File: config.mk
export PLATFORM = sky130hd
export DESIGN_NAME = brew_sequencer
export DESIGN_NICKNAME = d
export VERILOG_FILES = /design/src/rtl/brew_sequencer.sv
export SDC_FILE = /design/constraint.sdc
export NUM_CORES = 1
export LEC_CHECK = 0
export ABC_CLOCK_PERIOD_IN_PS = 4210
export BUFFER_PORTS_ARGS = -buffer_cell sky130_fd_sc_hd__buf_2
export CAP_MARGIN = 20
export CORE_MARGIN = 10
export CORE_UTILIZATION = 60
export CTS_CLUSTER_DIAMETER = 30
export DETAILED_ROUTE_END_ITERATION = 10
export PLACE_DENSITY = 0.79
export SLEW_MARGIN = 30
export SYNTH_ARGS = -nofsm -noshare
export SYNTH_HDL_FRONTEND = slang
export SYNTH_SLANG_ARGS = --single-unit
File: constraint.sdc
create_clock -name clock -period 4.21 [get_ports clock]
set_clock_uncertainty 0.15 [all_clocks]
set_input_delay 0.2105 -clock clock [delete_from_list [all_inputs] [get_ports clock]]
set_output_delay 0.2105 -clock clock [all_outputs]
set_load 0.05 [all_outputs]
File: src/rtl/brew_sequencer.sv
// brew_sequencer: coin/credit handling, price check and timed valve sequencing for the coffee machine.
// Optional SUGAR_OPT_EN adds a no_sugar input that drops the SUGAR step for one brew.
module brew_sequencer #(
    parameter int TICK_DIV   = 50_000_000,
    parameter int CREDIT_MAX = 9
) (
    input  logic       clock,
    input  logic       reset,
    input  logic       coin_100,
    input  logic [2:0] coffee_type,
    input  logic       confirm,
    input  logic       cancel,
`ifdef SUGAR_OPT_EN
    input  logic       no_sugar,
`endif
    output logic [3:0] credit,
    output logic [3:0] change,
    output logic       water,
    output logic       coffee,
    output logic       sugar,
    output logic       milk,
    output logic       chocolate,
    output logic       busy,
    output logic       finished,
    output logic       error
);
    typedef enum logic [2:0] {IDLE, WATER, COFFEE, SUGAR, MILK, CHOC, DONE} state_t;

    localparam int PW = TICK_DIV > 1 ? $clog2(TICK_DIV) : 1;
    localparam logic [PW-1:0] PRESC_LAST = PW'(TICK_DIV - 1);
    localparam logic [3:0] CMAX = 4'(CREDIT_MAX);

    // Recipe packed as {choc, milk, sugar, coffee, water}, two bits of ticks each.
    function automatic logic [9:0] recipe(input logic [2:0] t);
        case (t)
            3'd0:    recipe = {2'd0, 2'd0, 2'd0, 2'd2, 2'd1};
            3'd1:    recipe = {2'd0, 2'd0, 2'd1, 2'd2, 2'd3};
            3'd2:    recipe = {2'd0, 2'd3, 2'd1, 2'd2, 2'd1};
            3'd3:    recipe = {2'd2, 2'd2, 2'd1, 2'd2, 2'd1};
            3'd4:    recipe = {2'd3, 2'd1, 2'd1, 2'd0, 2'd2};
            default: recipe = 10'd0;
        endcase
    endfunction

    function automatic logic [1:0] price(input logic [2:0] t);
        case (t)
            3'd0, 3'd1: price = 2'd1;
            3'd2, 3'd4: price = 2'd2;
            3'd3:       price = 2'd3;
            default:    price = 2'd0;
        endcase
    endfunction

    // First step at or after index 'from' (0 = water) with nonzero duration, else DONE.
    function automatic state_t first_step(input logic [9:0] r, input logic [2:0] from);
        first_step = DONE;
        for (int i = 4; i >= 0; i--)
            if (i >= int'(from) && r[2*i +: 2] != 2'd0) first_step = state_t'(3'(i + 1));
    endfunction

    function automatic logic [1:0] dur_of(input logic [9:0] r, input state_t s);
        case (s)
            WATER:   dur_of = r[1:0];
            COFFEE:  dur_of = r[3:2];
            SUGAR:   dur_of = r[5:4];
            MILK:    dur_of = r[7:6];
            CHOC:    dur_of = r[9:8];
            default: dur_of = 2'd0;
        endcase
    endfunction

    state_t        state, next_state;
    logic          prev_coin, prev_confirm, prev_cancel;
    logic          coin_e, confirm_e, cancel_e;
    logic [9:0]    rec, rec_in;
    logic [PW-1:0] presc;
    logic [1:0]    tick;
    logic [3:0]    eff;
    logic          accept, reject, do_cancel, restart;

    assign coin_e    = coin_100 & ~prev_coin;
    assign confirm_e = confirm & ~prev_confirm;
    assign cancel_e  = cancel & ~prev_cancel;
    assign eff       = coin_e && credit < CMAX ? credit + 4'd1 : credit;
    assign do_cancel = state == IDLE && cancel_e;
    assign accept    = state == IDLE && confirm_e && !cancel_e && coffee_type < 3'd5 &&
                       eff >= {2'b00, price(coffee_type)};
    assign reject    = state == IDLE && confirm_e && !cancel_e && !accept;
    assign restart   = next_state != state || state == IDLE;

`ifdef SUGAR_OPT_EN
    assign rec_in = recipe(coffee_type) & ~{4'd0, {2{no_sugar}}, 4'd0};
`else
    assign rec_in = recipe(coffee_type);
`endif

    always_comb begin
        next_state = state;
        if (state == IDLE)
            next_state = accept ? first_step(rec_in, 3'd0) : IDLE;
        else if (state == DONE)
            next_state = presc == PRESC_LAST ? IDLE : DONE;
        else if (presc == PRESC_LAST && tick == dur_of(rec, state) - 2'd1)
            next_state = first_step(rec, 3'(state));
    end

    always_ff @(posedge clock or posedge reset) begin
        if (reset) begin
            state        <= IDLE;
            prev_coin    <= 1'b0;
            prev_confirm <= 1'b0;
            prev_cancel  <= 1'b0;
            rec          <= '0;
            presc        <= '0;
            tick         <= '0;
            credit       <= '0;
            change       <= '0;
            error        <= 1'b0;
            water        <= 1'b0;
            coffee       <= 1'b0;
            sugar        <= 1'b0;
            milk         <= 1'b0;
            chocolate    <= 1'b0;
            busy         <= 1'b0;
            finished     <= 1'b0;
        end else begin
            state        <= next_state;
            prev_coin    <= coin_100;
            prev_confirm <= confirm;
            prev_cancel  <= cancel;
            rec          <= accept ? rec_in : rec;
            presc        <= restart || presc == PRESC_LAST ? '0 : presc + PW'(1);
            tick         <= restart ? 2'd0 : presc == PRESC_LAST ? tick + 2'd1 : tick;
            credit       <= accept || do_cancel ? 4'd0 : eff;
            change       <= accept ? eff - {2'b00, price(coffee_type)} :
                            do_cancel ? eff :
                            coin_e && state == IDLE && !reject ? 4'd0 : change;
            error        <= reject ? 1'b1 : coin_e || accept ? 1'b0 : error;
            water        <= next_state == WATER;
            coffee       <= next_state == COFFEE;
            sugar        <= next_state == SUGAR;
            milk         <= next_state == MILK;
            chocolate    <= next_state == CHOC;
            busy         <= next_state != IDLE;
            finished     <= next_state == DONE;
        end
    end
endmodule

==> metrics.yaml, run 1 <==
run_status:
  outcome: "completed"
timing:
  hold_violations: 0
  relSlewSlack: 0.475
  fin_crit_sh: 0.820
  rsz0062_at_grt: "no"
  min_period_ns: 3.45
  setup_viol: 0
  tns_ns: 0
  fmax_mhz: 290
  slew_violations: 0
  worstMarginPinSlew_ns: 0.780
synth:
  netlist_instances: 339
  yosys-top-cells-count: "dfrtp_1, nor2_1, nand2_1"
  syn_area_per_cell_sq_um: 9.66
  synthArstFlopShare: 1.00
  synth_top_cell_area_share: 0.436
  yosysWarnings: 0
  synth_area_sq_um: 3270
  yosys_most_used_dff: "dfrtp_1"
  synth_most_common_cell: "dfrtp_1"
  synth_seq_cells: 57
  ys_seq_area_frac: 0.436
  synth_edf_count: 0
  synth_cell_type_count: 65
  syn_nets: 356
  synth.area.top_cells: "dfrtp_1, nor2_1, xor2_1, xnor2_1, ha_1"
  yosys.area.top_type: "dfrtp_1"
worst_setup_path:
  crit_start: "credit[0]"
  critical_path_class: "flop to flop"
  cp_data_arrival_time_ns: 3.55
  cp.required_ns: 4.31
  critPathCaptureType: "flop"
  reg2regPathDepth: 15
  path_max_fanout: 7
  rrSetupSlack_ns: 0.76
  crit_end: "milk"
  r2r_end: "milk"
  r2r-start: "credit[0]"
  critPathLaunchType: "flop"
placed_design:
  dpl_cell_area_sq_um: 3440
  portBuffers: 23
  dpl.hpwl_mm: 4.82
  gp_congestion: 0.898
cells_and_area:
  n_antenna_cell: 0
  design_area_sq_um: 3710
  area_growth_pct: 13.5
  fin_nets: 386
  layout-drive-gt1-share: 0.152
routing:
  drtIter0Drc: 126
  wl_mm: 6.75
  first_pass_iters: 4
  vias_per_cell: 5.83
  num_vias: 2589
  detail-route-antenna-nets: 0
  wl_per_cell_um: 15.2
  drc: 0
clock_network:
  clock_path_buffers: 2
  clk_pin_slew_ns: 0.07
  htreeDepth: 3
  cts_resized: 0
  clock-root-buffer: "clkbuf_8"
  cts_sinks: 57
  cts_tree: "yes"
  ctsHoldBuffers: 4
  clk_latency_ns: 0.34
  numCtsBuffers: 9
  cts_setup_buffers: 0
floorplanning:
  start_util: 0.629
  die_y_um: 93.9
  die-area_sq_um: 8810
  core_sq_um: 5200
  rows: 26
  io_pins: 24
  die_w_um: 93.9
pwr:
  leakagePower_nw: 1.66
  powerDensity_nw_per_um2: 568
  ir_worst_vdd_mv: 0.452
run:
  drv_cap: 0
global_routing:
  grt_overflow: 0
  grt_pass1_wl_mm: 11.6
  grt_pass1_vias: 2499
  grt_max_degree: 58
  grt_antenna_before_repair: 0
  grt_usage: 0.161
worst_hold_path:
  hp-class: "input port to flop"
==> per-stage QoR <==
step / cells / power, W / utilization / setup WS [ns] / hold WS [ns]
5_1_grt: 444 / 0.00223 / 0.714 / 0.424 / 0.0553
2_1_floorplan: 339 / 0.00132 / - / 0.922 / 0.0919
4_1_cts: 444 / 0.00211 / 0.714 / 0.763 / 0.0235
3_5_place_dp: 424 / 0.00149 / 0.661 / 0.781 / 0.185
6_report: 444 / 0.00211 / 0.714 / 0.758 / 0.0253
3_3_place_gp: 424 / 0.00148 / 0.661 / 0.981 / 0.181
==> final cells by class <==
| cell class | instances | area, sq um |
|---|---|---|
| multi-input cells | 254 | 1730 |
| clock buffers | 11 | 131 |
| flip-flops and latches | 57 | 1430 |
| clock inverters | 5 | 104 |
| repair buffers | 28 | 163 |
| inverters | 19 | 71.3 |
| well taps | 70 | 87.6 |
| fillers | 391 | 1490 |
==> worst min path at each step <==
stage,start,end,slack (ns),cells past startpoint
after floorplan,cancel,prev_cancel,0.09,0
after global placement,confirm,prev_confirm,0.18,1
after detailed placement,confirm,prev_confirm,0.18,1
after CTS,coffee_type[0],rec[6],0.02,2
after global routing,coffee_type[0],rec[7],0.06,3
final,coffee_type[0],rec[6],0.03,2
==> worst max-delay path, cell delays in order, from the launching register on <==
cell      delay (ns)
dfrtp_1         0.45
inv_1           0.09
ha_1            0.17
nand2b_1        0.06
a21oi_1         0.26
nor2_1          0.07
a21oi_1         0.34
inv_1           0.09
ha_1            0.32
a211oi_1        0.21
o21ai_0         0.15
nand2b_1        0.21
nand2b_1        0.28
a31o_2          0.29
inv_2           0.06
nor4_2          0.19
==> flip-flops by register name (all words and copies together) (netlist names) <==
register	count
error	1
rec	7
finished	1
prev_confirm	1
change	4
state	3
tick	2
sugar	1
busy	1
credit	4
coffee	1
chocolate	1
water	1
prev_coin	1
presc	26
milk	1
prev_cancel	1
==> placed cells by master (no fill, tap or decap), types with 3 or more instances in the layout <==
cell / instances
dfrtp_1: 57
nor2_1: 48
buf_2: 23
nand2_1: 19
xor2_1: 17
inv_1: 16
a21oi_1: 16
nand3_1: 14
xnor2_1: 14
clkbuf_8: 9
ha_1: 8
nand2b_1: 7
o21ai_0: 7
a211oi_1: 7
nor2b_1: 6
nand4_1: 6
and3_1: 6
nor3_1: 6
o221ai_1: 5
dlygate4sd3_1: 4
o31a_1: 3
nor4_1: 3
nor4_2: 3
and4_1: 3
and2_1: 3
or3_1: 3
inv_2: 3
bufinv_16: 3
==> where the power goes <==
part | leakage [nW] | switching, W | total [W] | internal (W)
clock network | 0.118 | 0.000224 | 0.000618 | 0.000394
logic | 0.794 | 0.000498 | 0.000738 | 0.000239
registers | 0.746 | 0.000112 | 0.000755 | 0.000643
total | 1.66 | 0.000835 | 0.00211 | 0.00128
==> logic make-up after synthesis <==
family                   share of synthesized area
multiplexers                                0.0118
AO/OA/AOI/OAI                                0.152
adder cells (fa/ha/maj)                     0.0367
flip-flops                                   0.436
AND/OR/NAND/NOR                              0.245
XOR/XNOR                                    0.0830
buffers and inverters                       0.0352
==> layer usage <==
metal	wire (um)	vias up	GRT usage
met1	3320	1245	0.214
li1	-	1273	-
met4	89	0	0.0633
met3	287	10	0.0344
met5	0	-	0
met2	3050	61	0.249
Note: power is estimated with default switching activity, not from simulation.
==> run 2, diff against run 1 <==
--- a/config.mk
+++ b/config.mk
@@ -5,14 +5,15 @@
 export SDC_FILE = /design/constraint.sdc
 export NUM_CORES = 1
 export LEC_CHECK = 0
-export ABC_CLOCK_PERIOD_IN_PS = 4210
+export ABC_AREA = 1
+export ABC_CLOCK_PERIOD_IN_PS = 3300
 export BUFFER_PORTS_ARGS = -buffer_cell sky130_fd_sc_hd__buf_2
 export CAP_MARGIN = 20
 export CORE_MARGIN = 10
 export CORE_UTILIZATION = 60
 export CTS_CLUSTER_DIAMETER = 30
 export DETAILED_ROUTE_END_ITERATION = 10
-export PLACE_DENSITY = 0.79
+export PLACE_DENSITY = 0.8
 export SLEW_MARGIN = 30
 export SYNTH_ARGS = -nofsm -noshare
 export SYNTH_HDL_FRONTEND = slang
==> constraint.sdc (replaced) <==
create_clock -name clock -period 3.3 [get_ports clock]
set_clock_uncertainty 0.15 [all_clocks]
set_input_delay 0.165 -clock clock [delete_from_list [all_inputs] [get_ports clock]]
set_output_delay 0.165 -clock clock [all_outputs]
set_load 0.05 [all_outputs]
==> run 2 against run 1 <==
  * First-iteration DRC count shrank 25%
  * Sequential power is 0.8% higher
  * Design area is 1.4% lower
  * Synthesized area is 3.3% lower
  * Non-clock buffer count rose by 6
  * Final cell count is 13% higher
  * Critical path depth is 4 higher
  * Global-route usage is 0.20 points lower
  * Core utilization increased by 0.33 points
  * Largest cell class unchanged
==> metrics.yaml, run 2 <==
cells_and_area:
  layout_common_cells: "nand2_1, dfrtp_1, nor2_1, inv_1, nand3_1"
  largest_reg_flops: 26
  fin_nets: 445
  n_fill_cell: 409
  largest_register: "presc"
  area_growth_pct: 15.7
  post-route-util: 0.717
  n_antenna_cell: 0
  top_regs: "presc: 26 flops, rec: 7 flops"
  seqCellArea_sq_um: 1430
  multi_input_area_sq_um: 1490
  layout-drive-gt1-share: 0.185
  design_area_sq_um: 3660
  layout_commonest_cell: "nand2_1"
pwr:
  ir_worst_vdd_mv: 0.538
  powerDensity_nw_per_um2: 493
  p_total_w: 0.00181
  leakagePower_nw: 1.86
global_routing:
  grt_pass1_wl_mm: 11.2
  grt_max_degree: 41
  grt_pass1_vias: 2615
  grt_overflow: 0
  grt_antenna_before_repair: 0
  grt_usage: 0.159
routing:
  vias_per_cell: 5.17
  detail-route-antenna-nets: 0
  wl_mm: 6.45
  first_pass_iters: 4
  drc: 0
  wl_per_cell_um: 12.8
  drtIter0Drc: 94
  num_vias: 2603
synth:
  synth_area_sq_um: 3160
  syn_area_per_cell_sq_um: 8.20
  netlist_instances: 386
  synth_top_cell_area_share: 0.451
  yosys-top-cells-count: "nand2_1, dfrtp_1, nor2_1"
  yosys_most_used_dff: "dfrtp_1"
  synthArstFlopShare: 1.00
  synth_seq_cells: 57
  synth.area.top_cells: "dfrtp_1, nand2_1, nor2_1, inv_1, nand3_1"
  synth_most_common_cell: "nand2_1"
  synth_edf_count: 0
  syn_nets: 403
  yosysWarnings: 0
  synth_cell_type_count: 35
  yosys.area.top_type: "dfrtp_1"
  ys_seq_area_frac: 0.451
floorplanning:
  die_w_um: 92.6
  rows: 26
  io_pins: 24
  start_util: 0.620
  die-area_sq_um: 8580
  die_y_um: 92.6
  core_sq_um: 5110
timing:
  slew_violations: 0
  setup_viol: 0
  hold_violations: 0
  rsz0062_at_grt: "no"
  worstMarginPinSlew_ns: 0.798
  relSlewSlack: 0.467
  tns_ns: 0
  fin_hold_ws_ns: 0.0304
  min_period_ns: 3.09
  fin_crit_sh: 0.937
  fmax_mhz: 324
clock_network:
  clk_latency_ns: 0.34
  htreeDepth: 3
  clk_pin_slew_ns: 0.07
  clock-root-buffer: "clkbuf_8"
  numCtsBuffers: 9
  clock_path_buffers: 2
  cts_sinks: 57
  cts_tree: "yes"
placed_design:
  dpl.hpwl_mm: 4.69
  portBuffers: 23
  gp_congestion: 0.911
  dpl_cell_area_sq_um: 3360
worst_hold_path:
  min_to: "rec[8]"
  min_from: "coffee_type[2]"
  hp-class: "input port to flop"
  min_path_cells: 3
worst_setup_path:
  critPathLaunchType: "flop"
  r2r_end: "presc[15]"
  rrSetupSlack_ns: 0.21
  critical_path_class: "flop to flop"
  critPathCaptureType: "flop"
  r2r-start: "credit[1]"
  cp_data_arrival_time_ns: 3.21
  path_max_fanout: 26
  reg2regPathDepth: 19
  cp.required_ns: 3.42
run:
  drv_cap: 0
run_status:
  outcome: "completed"
## run 2: cell types whose count changed in the layout (fill, tap and decap cells not counted), sizes merged, moves of 5 or more
cell	change
nor4	-5
nand4	+5
nand2b	-7
xnor2	-8
nor2	+23
nand2	+52
nor2b	-7
nand3	+25
a211oi	-7
inv	+39
and3	-6
## run 2: how the worst max path moves through the flow
stage	from	to	slack, ns	depth (start not counted)
5_1_grt	credit[1]	presc[17]	0.0005	19
6_report	credit[1]	presc[15]	0.21	19
2_1_floorplan	credit[0]	presc[9]	0.13	18
3_3_place_gp	credit[0]	presc[20]	0.27	20
3_5_place_dp	credit[1]	presc[15]	0.11	20
4_1_cts	credit[1]	presc[15]	0.06	20
## run 2: timing repair
| action | 4_1_cts | 5_1_grt |
|---|---|---|
| buffers inserted | 0 | 1 |
| endpoints found under the setup margin | 0 | 26 |
| hold buffers | 6 | 0 |
| endpoints found under the hold margin | 44 | 0 |
| resized for setup | 0 | 5 |
## run 2: layout make-up
class                           instances  area share
Clock buffer                           14      0.0471
Inverter                               59      0.0605
Timing Repair Buffer                   34      0.0615
Tap cell                               70      0.0239
Clock inverter                          2     0.00957
Sequential cell                        57       0.389
Multi-Input combinational cell        267       0.408
## run 2: logic make-up (layout without fill, tap and decap cells)
logic type | Yosys count | count (layout) | share of synthesized area
buf+inv | 63 | 109 | 0.0818
compound gates | 32 | 32 | 0.0585
fa+ha+maj | 9 | 9 | 0.0380
flops | 57 | 57 | 0.451
simple gates | 204 | 205 | 0.313
xor+xnor | 21 | 21 | 0.0581
## run 2: where the power goes
part / total, W / switching (W) / internal (W) / leakage, nW
clock: 0.000678 / 0.000268 / 0.000410 / 0.107
combinational: 0.000368 / 0.000258 / 0.000110 / 1.02
sequential: 0.000761 / 0.0000289 / 0.000732 / 0.728
## run 2: stage by stage
stage | setup slack, ns | instances
2_1_floorplan | 0.129 | 386
3_3_place_gp | 0.272 | 479
3_5_place_dp | 0.108 | 479
4_1_cts | 0.0640 | 501
5_1_grt | 0.000454 | 503
6_report | 0.209 | 503
## run 2: worst max-delay path: stages, from the launching register on
cell and delay (ns):
dfrtp_1 0.41, inv_1 0.09, ha_1 0.15, inv_1 0.04
o21ai_1 0.16, nand2_1 0.13, nand2_1 0.08, nand2_1 0.10
ha_1 0.25, fa_1 0.36, inv_1 0.09, a21oi_1 0.05
nand3_2 0.13, nand3_4 0.13, nand3_2 0.12, nand3_2 0.10
nor2_2 0.13, nand2_2 0.08, buf_12 0.17, nor2_1 0.10
## run 2: routing by layer
| metal | share of wire | wire length [um] | global-route usage |
|---|---|---|---|
| met1 | 0.44 | 2840 | 0.175 |
| met2 | 0.50 | 3250 | 0.277 |
| met3 | 0.034 | 221 | 0.0557 |
| met4 | 0.022 | 141 | 0.0578 |
| met5 | 0 | 0 | 0 |
==> run 3, diff against run 2 <==
--- a/config.mk
+++ b/config.mk
@@ -10,10 +10,12 @@
 export BUFFER_PORTS_ARGS = -buffer_cell sky130_fd_sc_hd__buf_2
 export CAP_MARGIN = 20
 export CORE_MARGIN = 10
-export CORE_UTILIZATION = 60
+export CORE_UTILIZATION = 62
+export CTS_BUF_LIST = sky130_fd_sc_hd__clkbuf_4 sky130_fd_sc_hd__clkbuf_8
 export CTS_CLUSTER_DIAMETER = 30
 export DETAILED_ROUTE_END_ITERATION = 10
-export PLACE_DENSITY = 0.8
+export GPL_TIMING_DRIVEN = 0
+export PLACE_DENSITY = 0.82
 export SLEW_MARGIN = 30
 export SYNTH_ARGS = -nofsm -noshare
 export SYNTH_HDL_FRONTEND = slang
==> run 3 against run 2 <==
  * Via count is 0.12% higher
  * Worst setup slack got worse by 0.026 ns
  * Core utilization rose by 4.6 points
  * Final cell count is 0.80% lower
  * Combinational power is 6.3% higher
  * First-iteration DRC count rose by 57%
  * Design area is 0.99% higher
  * Critical endpoint is now change[0]
  * Largest cell class unchanged
  * Highest routed layer unchanged
==> metrics.yaml, run 3 (synthesis results as in run 2) <==
run_status:
  outcome: "completed"
timing:
  setup_viol: 0
  slew_violations: 0
  fin_hold_ws_ns: 0.0415
  fmax_mhz: 321
  relSlewSlack: 0.730
  hold_violations: 0
  fin_crit_sh: 0.945
  min_period_ns: 3.12
  worstMarginPinSlew_ns: 0.404
worst_setup_path:
  critPathCaptureType: "flop"
  critical_path.top_delay_family: "simple AND/OR/NAND/NOR gates"
  path_max_fanout: 6
  slowest_stage: "dfrtp_1"
  cp_common_cell: "inv_1"
  critPathLaunchType: "flop"
  path_buf_inv: 5
  crit_chain: "inv_1 > ha_1 > inv_1 > o21ai_2 > nand2_2 > nand2_1 > nand2_1 > ha_1 > fa_1 > inv_1 > a21oi_1 > nand3_2 > nand3_4 > buf_4 > nand2_1 > inv_1 > nand3_1 > o221ai_1"
  critical_path_class: "flop to flop"
  worst-path-stages: 18
  cp_data_arrival_time_ns: 3.18
  reg2regPathDepth: 18
  slowest_delay_ns: 0.41
  cp.required_ns: 3.36
clock_network:
  clock_path_buffers: 2
  htreeDepth: 3
  clock-root-buffer: "clkbuf_8"
  clk_latency_ns: 0.34
  clk_pin_slew_ns: 0.06
  cts_sinks: 57
  cts_tree: "yes"
  numCtsBuffers: 9
routing:
  wl_per_cell_um: 13.1
  num_vias: 2606
  vias_per_cell: 5.22
  drtIter0Drc: 148
  wl_mm: 6.55
  first_pass_iters: 4
  drc: 0
  detail-route-antenna-nets: 0
worst_hold_path:
  min_path_cells: 3
  hp-class: "input port to flop"
pwr:
  p_comb_frac: 0.215
  seq_power_share: 0.420
  p_sw_w: 0.000577
  p_clk_frac: 0.365
  p_int_w: 0.00124
  p_sw_frac: 0.318
  ir_worst_vdd_mv: 0.587
  powerDensity_nw_per_um2: 491
  leakagePower_nw: 1.88
global_routing:
  grt_pass1_wl_mm: 11.3
  grt_pass1_vias: 2612
  grt_max_degree: 52
  grt_usage: 0.161
  grt_antenna_before_repair: 0
  grt_overflow: 0
placed_design:
  portBuffers: 23
  dpl.hpwl_mm: 4.69
  dpl.cell_count: 477
  gp_congestion: 0.883
cells_and_area:
  fin_cells: 499
  layout_commonest_cell: "nand2_1"
  fin_nets: 445
  largest_register: "presc"
  largest_reg_flops: 26
  layout_common_cells: "nand2_1, dfrtp_1, nor2_1, inv_1, nand3_1"
  n_antenna_cell: 0
  n_fill_cell: 344
  layout-drive-gt1-share: 0.197
  top_regs: "presc: 26 flops, rec: 7 flops"
  area_growth_pct: 16.9
floorplanning:
  start_util: 0.653
  die_w_um: 91.4
  io_pins: 24
  die-area_sq_um: 8360
  rows: 25
  core_sq_um: 4850
  die_y_um: 91.4
run:
  drv_cap: 0
-- run 3: through the flow --
stage	util	power (W)	setup slack, ns	cell area [sq um]	setup TNS [ns]
detailed placement	0.700	0.00112	-0.0761	3390	-1.30
finish	0.763	0.00181	0.183	3700	0
global placement	0.694	0.00110	-0.00257	3360	-0.00265
floorplan	-	0.00103	0.129	3160	0
CTS	0.753	0.00179	0.0158	3650	0
global route	0.763	0.00189	-0.0202	3700	-0.0432
-- run 3: worst min-delay path: stages --
cell	delay [ns]
buf_2	0.12
nor2_1	0.09
a21oi_1	0.12
-- run 3: final timing paths --
path,slack (ns),end,from
max,0.18,change[0],credit[0]
min in group asynchronous,0.11,credit[1],reset
min reg2reg,0.31,presc[0],presc[0]
min,0.04,rec[4],coffee_type[2]
max in group asynchronous,2.44,presc[19],reset
max reg2reg,0.18,change[0],credit[0]
-- run 3: area by class of cell --
class,instances,area [sq um],share of cell area
Clock buffer,12,159,0.0430
Buffer,4,37.5,0.0101
Timing Repair Buffer,31,210,0.0568
Clock inverter,3,40.0,0.0108
Inverter,59,224,0.0606
Sequential cell,57,1430,0.386
Tap cell,67,83.8,0.0227
Multi-Input combinational cell,266,1520,0.410
-- run 3: metal layers --
metal / global-route usage / part of all wire
met4: 0.0731 / 0.021
met3: 0.0305 / 0.037
met2: 0.278 / 0.51
met1: 0.189 / 0.44
met5: 0 / 0
-- run 3: power groups by stage --
| stage | Combinational [W] | Sequential [W] | Clock [W] |
|---|---|---|---|
| 2_1_floorplan | 0.000173 | 0.000858 | 0 |
| 3_3_place_gp | 0.000333 | 0.000771 | 0 |
| 3_5_place_dp | 0.000345 | 0.000771 | 0 |
| 4_1_cts | 0.000361 | 0.000758 | 0.000666 |
| 5_1_grt | 0.000425 | 0.000768 | 0.000700 |
| 6_report | 0.000391 | 0.000762 | 0.000662 |
-- run 3: timing repair --
item                                    4_1_cts  5_1_grt
pin swaps                                     0        1
hold buffers                                  6        0
endpoints found under the setup margin       26       26
setup buffers                                 0        1
gates resized for setup                       1        8
endpoints found under the hold margin        62        0
